[config.mk]
export PLATFORM = sky130hd
export DESIGN_NAME = clkdiv_tick
export DESIGN_NICKNAME = d
export VERILOG_FILES = /design/src/rtl/clkdiv_tick.sv
export SDC_FILE = /design/constraint.sdc
export NUM_CORES = 1
export LEC_CHECK = 0
export ABC_AREA = 0
export BUFFER_PORTS_ARGS = -buffer_cell sky130_fd_sc_hd__buf_2
export CORE_AREA = 2 2 62 49
export DETAILED_ROUTE_END_ITERATION = 6
export DIE_AREA = 0 0 64 51
export GPL_ROUTABILITY_DRIVEN = 0
export PLACE_DENSITY = 0.82
export SLEW_MARGIN = 0
export SYNTH_ARGS = -nofsm -noshare
export SYNTH_HDL_FRONTEND = slang
export SYNTH_SLANG_ARGS = --single-unit
[constraint.sdc]
create_clock -name clk -period 4.5 [get_ports clk]
set_clock_uncertainty 0.05 [all_clocks]
set_input_delay 0.675 -clock clk [delete_from_list [all_inputs] [get_ports clk]]
set_output_delay 0.675 -clock clk [all_outputs]
set_load 0.005 [all_outputs]
[src/rtl/clkdiv_tick.sv]
// clkdiv_tick: turns rising edges of a run-time selected divider tap into one-cycle tick
// enables, optionally grouped into step pulses when CLKDIV_TICK_STEP_EN is defined.
module clkdiv_tick #(
    parameter int DIV_W = 32,
    parameter int SEL_W = 5
) (
    input  logic             clk,
    input  logic             rst,
    input  logic [DIV_W-1:0] div_in,
    input  logic [SEL_W-1:0] sel,
    input  logic [7:0]       step_len,
    input  logic             run,
    input  logic             clr,
    output logic             tick,
    output logic             step,
    output logic [7:0]       tick_cnt,
    output logic [15:0]      step_cnt
);

    typedef enum logic [1:0] {
        IDLE,
        ARM,
        RUN
    } state_t;

    state_t           state_q, state_d;
    logic [SEL_W-1:0] sel_q, sel_d;
    logic             prev_q, prev_d;
    logic             tick_q, tick_d;
    logic             cur_bit;
    logic             new_bit;
    logic             tap_chg;
    logic             rise;
    logic             align;

    assign cur_bit = div_in[sel_q];
    assign new_bit = div_in[sel];
    assign tap_chg = (sel != sel_q);
    assign rise    = cur_bit && !prev_q;

    // A clear or a tap change re-arms, so the next edge only re-aligns the phase.
    always_comb begin
        sel_d   = sel_q;
        prev_d  = cur_bit;
        state_d = state_q;
        tick_d  = 1'b0;
        align   = 1'b0;
        if (tap_chg) begin
            sel_d  = sel;
            prev_d = new_bit;
        end
        if (clr || tap_chg) begin
            state_d = run ? ARM : IDLE;
        end else begin
            case (state_q)
                IDLE: begin
                    if (run) state_d = ARM;
                end
                ARM: begin
                    if (!run) begin
                        state_d = IDLE;
                    end else if (rise) begin
                        align   = 1'b1;
                        state_d = RUN;
                    end
                end
                RUN: begin
                    if (!run) begin
                        state_d = IDLE;
                    end else if (rise) begin
                        tick_d = 1'b1;
                    end
                end
                default: state_d = IDLE;
            endcase
        end
    end

    always_ff @(posedge clk or posedge rst) begin
        if (rst) begin
            state_q <= IDLE;
            sel_q   <= '0;
            prev_q  <= 1'b0;
            tick_q  <= 1'b0;
        end else begin
            state_q <= state_d;
            sel_q   <= sel_d;
            prev_q  <= prev_d;
            tick_q  <= tick_d;
        end
    end

    assign tick = tick_q;

`ifdef CLKDIV_TICK_STEP_EN
    logic [7:0]  tick_cnt_q, tick_cnt_d;
    logic [15:0] step_cnt_q, step_cnt_d;
    logic        step_q, step_d;
    logic        match;

    // 8-bit modular compare makes step_len of 0 behave as 256.
    assign match = (tick_cnt_q == (step_len - 8'd1));

    always_comb begin
        tick_cnt_d = tick_cnt_q;
        step_cnt_d = step_cnt_q;
        step_d     = 1'b0;
        if (clr) begin
            tick_cnt_d = '0;
            step_cnt_d = '0;
        end else if (align) begin
            tick_cnt_d = '0;
        end else if (tick_d) begin
            if (match) begin
                step_d     = 1'b1;
                tick_cnt_d = '0;
                step_cnt_d = step_cnt_q + 16'd1;
            end else begin
                tick_cnt_d = tick_cnt_q + 8'd1;
            end
        end
    end

    always_ff @(posedge clk or posedge rst) begin
        if (rst) begin
            tick_cnt_q <= '0;
            step_cnt_q <= '0;
            step_q     <= 1'b0;
        end else begin
            tick_cnt_q <= tick_cnt_d;
            step_cnt_q <= step_cnt_d;
            step_q     <= step_d;
        end
    end

    assign step     = step_q;
    assign tick_cnt = tick_cnt_q;
    assign step_cnt = step_cnt_q;
`else
    logic unused_step_inputs;

    assign unused_step_inputs = ^{step_len, align};
    assign step     = 1'b0;
    assign tick_cnt = '0;
    assign step_cnt = '0;
`endif

endmodule
# Word level (Yosys, flattened, before mapping)

Cells that the tools add are included.

Register bits: 9
Logic and storage cells: 33
Output and inout bits: 26

Order comparisons: 2
Reductions and logical operators: 5
Mux-type cells: 16
Equality and inequality tests: 6

Operator list:

| operator                                                                      | count |
|---|---|
| 5-bit by 6-bit less-than comparator with 1-bit output (second input constant) | 2 |
| 1-bit binary-select mux with 5-bit select                                     | 2 |
| 2-bit 2-to-1 mux                                                              | 5 |
| 1-bit 2-to-1 mux                                                              | 8 |
| 3-bit != test (second input constant)                                         | 2 |
| 2-bit case mux with 3 select lines                                            | 1 |
| 5-bit != test                                                                 | 1 |
| 4-bit != test (second input constant)                                         | 1 |
| 3-bit AND reduction                                                           | 1 |
| 2-bit by 1-bit equality test with 1-bit output (second input constant)        | 1 |
| 2-bit equality test (second input constant)                                   | 1 |
| 2-bit logical NOT                                                             | 1 |
| 1-bit logical AND                                                             | 1 |
| 1-bit logical NOT                                                             | 1 |
| 1-bit logical OR                                                              | 1 |

# Logic depth before layout (Yosys ltp)

Depth in word-level cells: 7
Mapped depth: 7
Gate-level depth less buffers: 5

# Worst setup path after synthesis

Ideal clock, no wire load.

Path type: input to register
From: in sel[0]
To: reg prev_q
Stages on the path: 4
Slack: 2296 ps
Data arrival time: 2029 ps
Cell sequence: buf_6 > mux4_1 > mux4_2 > mux2_2

Word-level cells in the longest chain between the ends: 3

RTL lines:

| what                                      | RTL line | source |
|---|---|---|
| start: declaration                        | 10       | `input logic [SEL_W-1:0] sel,` |
| 1-bit binary-select mux with 5-bit select | 37       | `assign new_bit = div_in[sel];` |
| 1-bit 2-to-1 mux (not written as such)    | 37       |  |
| 1-bit 2-to-1 mux *                        | 48       | `if (tap_chg) begin` |
| via prev_d                                | 28       | `logic prev_q, prev_d;` |
| end signal: assignment                    | 88       | `prev_q <= prev_d;` |
| end: declaration                          | 28       |  |

The timed path passes the listed nets; every way through them passes the cells marked *. The select of a mux whose other input is x is not followed.
A chain may end at the register's enable or synchronous reset.

# Worst setup path in the final report

Ends and elaborated chain as after synthesis.

==> qor.yml <==
outcome:
  status: "finished, final reports clean"
routing:
  first_pass_iters: 4
  drtAntennaViolNets: 0
  drtIter0Drc: 39
  drc: 0
  avgViaCountPerCell: 4.786
  wl_per_cell_um: 12.57
  vias: 895
  wl_um: 2350
pwr:
  power_density_nw_per_um2: 182.5
  ir_drop_v: 0.0001231
  totalPowerFinal_mw: 0.2311
  leakagePower_nw: 0.6287
die:
  core-area_um2: 2744
  die_h_um: 51
  start_util: 0.4163
  ioPinCount: 75
  dieArea_um2: 3264
  die-width_um: 64
  num_rows: 17
timing:
  hold_viol: 0
  setup_tns_ns: 0
  rsz0062_at_grt: "no"
  period_share: 0.4846
  holdWs_ns: 0.3077
  report.final.slew_viol_count: 0
  relSlewSlack: 0.4208
  setup_violations: 0
  timing.fmax_mhz: 458.6
  min_period_ns: 2.181
  worst_slack_ns: 2.319
  worst_pin_slew_ns: 0.8688
logic_synthesis:
  syn_area_per_cell_um2: 9.933
  seq_area_frac_synth: 0.1972
  synthArstFlopShare: 1.000
  synth_cell_types: 31
  syn-instance-count: 115
  synth_edf_count: 0
  netlist_area_um2: 1142
  synthFlopType: "dfrtp_1"
  synthTopCellsByArea: "dfrtp_1 (20%), buf_4 (17%), mux2i_1 (15%), mux4_1 (12%), mux4_2 (7.9%)"
  synth_seq_cells: 9
  yosys_warnings: 0
  yosys.area.top_type: "dfrtp_1"
  synth_top_area_frac: 0.1972
setup_path:
  cp_data_required_time_ns: 4.58
  crit_buf_inv: 1
  reg2reg_to: "state_q[0]$_DFFE_PP0P_"
  reg2reg_slack_ns: 2.39
  cp_max_fo: 9
  cp-end-kind: "flip-flop"
  critPathTopFamily: "multiplexers"
  cp_cell_sequence: "buf_2 -> mux4_1 -> mux4_2 -> mux2_2"
  startpoint_type: "input port"
  slowest_delay_ns: 0.60
  reg2reg_depth: 5
  critPathKind: "input port to flip-flop"
  critPathSlowestCell: "mux4_1"
  reg2reg_from: "sel_q[1]$_DFFE_PP0P_"
  cp.arrival_ns: 2.26
global_route:
  grt_pass1_vias: 844
  grt_start_max_net_pins: 18
  globalRouteOverflowTotal: 0
  antenna_found_initial: 0
  grt_pass1_wl_um: 3808
  grt_usage: 0.1484
clock_network:
  cts-root-buf: "clkbuf_4"
  cts.sinks: 9
  post-cts-setup-buffers: 0
  clk_path_buf_depth: 2
  clk_pin_slew_ns: 0.06
  cts_tree: "yes"
  cts_resized: 0
  ctsHtreeMaxLevel: 1
  cts_buffers: 3
  cts_hold_buf: 0
  clock_latency_ns: 0.25
place:
  port_buffers: 41
  pre_cts_ws_ns: 2.045
  dp_hpwl_um: 1982
run:
  maxCapViolations: 0
final_layout:
  antenna_cells: 0
  synthToLayoutAreaGrowth_pct: 10.84
  nNetsFinal: 199
  drive_gt1_frac: 0.3289
  num-fill-cells: 261
  final_util: 0.4615
worst_hold_path:
  hp-class: "input port to async pin"
## logic make-up after synthesis
| kind of cell | Yosys count | share of synthesized area |
|---|---|---|
| buffers and inverters | 36 | 0.2180 |
| multiplexers | 27 | 0.3527 |
| AND/OR/NAND/NOR | 25 | 0.1205 |
| AO/OA/AOI/OAI | 12 | 0.07009 |
| flip-flops | 9 | 0.1972 |
| XOR/XNOR | 5 | 0.03833 |
| other | 1 | 0.003283 |
## worst max path at each step
| stage | endpoint | start | cells past startpoint |
|---|---|---|---|
| 6_report | prev_q$_DFF_PP0_ | sel[0] | 4 |
| 5_1_grt | state_q[1]$_DFFE_PP0P_ | sel_q[1]$_DFFE_PP0P_ | 5 |
| 4_1_cts | prev_q$_DFF_PP0_ | sel[0] | 4 |
| 3_5_place_dp | prev_q$_DFF_PP0_ | sel[0] | 4 |
| 3_3_place_gp | prev_q$_DFF_PP0_ | sel[0] | 4 |
| 2_1_floorplan | prev_q$_DFF_PP0_ | sel[0] | 4 |
## cells in the mapped netlist (all sizes together) (2+ instances only)
master / number
buf: 29
mux2i: 17
dfrtp: 9
mux4: 9
nand2: 6
clkbuf: 5
nand3: 5
a21oi: 4
a22oi: 4
xnor2: 4
nor2b: 3
a211oi: 2
nand2b: 2
nor3: 2
## area by class of cell
cell class,count,area [um^2],share of cell area
clock buffers,4,26.28,0.02075
multi-input cells,94,758.2,0.5988
repair buffers,41,205.2,0.1621
flip-flops and latches,9,225.2,0.1779
inverters,1,3.754,0.002964
well taps,38,47.55,0.03755
## per-stage QoR
step	area, um^2	cells
2_1_floorplan	1232	139
3_3_place_gp	1240	183
3_5_place_dp	1240	183
4_1_cts	1266	187
5_1_grt	1266	187
6_report	1266	187
## power breakdown
part	leakage [nW]	switching (mW)	total [mW]	internal (mW)
logic	0.504	0.0366	0.0803	0.0438
clock network	0.0150	0.0242	0.0581	0.0339
registers	0.109	0.00748	0.0927	0.0852
## placed cells by master, fill, tap and decap left out
| cell | n |
|---|---|
| nor3b_1 | 1 |
| clkbuf_4 | 3 |
| o21ai_0 | 1 |
| and4_1 | 1 |
| dfrtp_1 | 9 |
| and2_1 | 1 |
| nand3_1 | 5 |
| a211oi_1 | 2 |
| mux2_2 | 1 |
| nor2_1 | 1 |
| a22oi_1 | 4 |
| nor2b_1 | 3 |
| mux4_2 | 4 |
| o211a_1 | 1 |
| buf_2 | 41 |
| nand3b_1 | 1 |
| nand4_1 | 1 |
| clkbuf_1 | 1 |
| nor3_1 | 2 |
| mux2i_1 | 17 |
| xor2_1 | 1 |
| nand4b_1 | 1 |
| nand2b_1 | 2 |
| nand2_1 | 6 |
| xnor2_1 | 4 |
| conb_1 | 25 |
| mux4_1 | 5 |
| inv_1 | 1 |
| a21oi_1 | 4 |
## state kept, by name (all words and copies together) (netlist names)
name,count
tick,1
state_q,2
prev_q,1
sel_q,5
## metal layers
metal  up-vias  wire, um  GRT usage
met5         -         0          0
li1        438         -          -
met1       407      1162     0.2264
met2        50       990     0.2326
met3         0       196    0.01982
met4         0         0    0.01087
## worst reg2reg max path, stage by stage, from the launching register on
cell      delay [ns]
dfrtp_1         0.90
mux2i_1         0.21
a211oi_1        0.27
nand3_1         0.11
and4_1          0.24
o211a_1         0.22
Power figures use the tool's default switching activity.
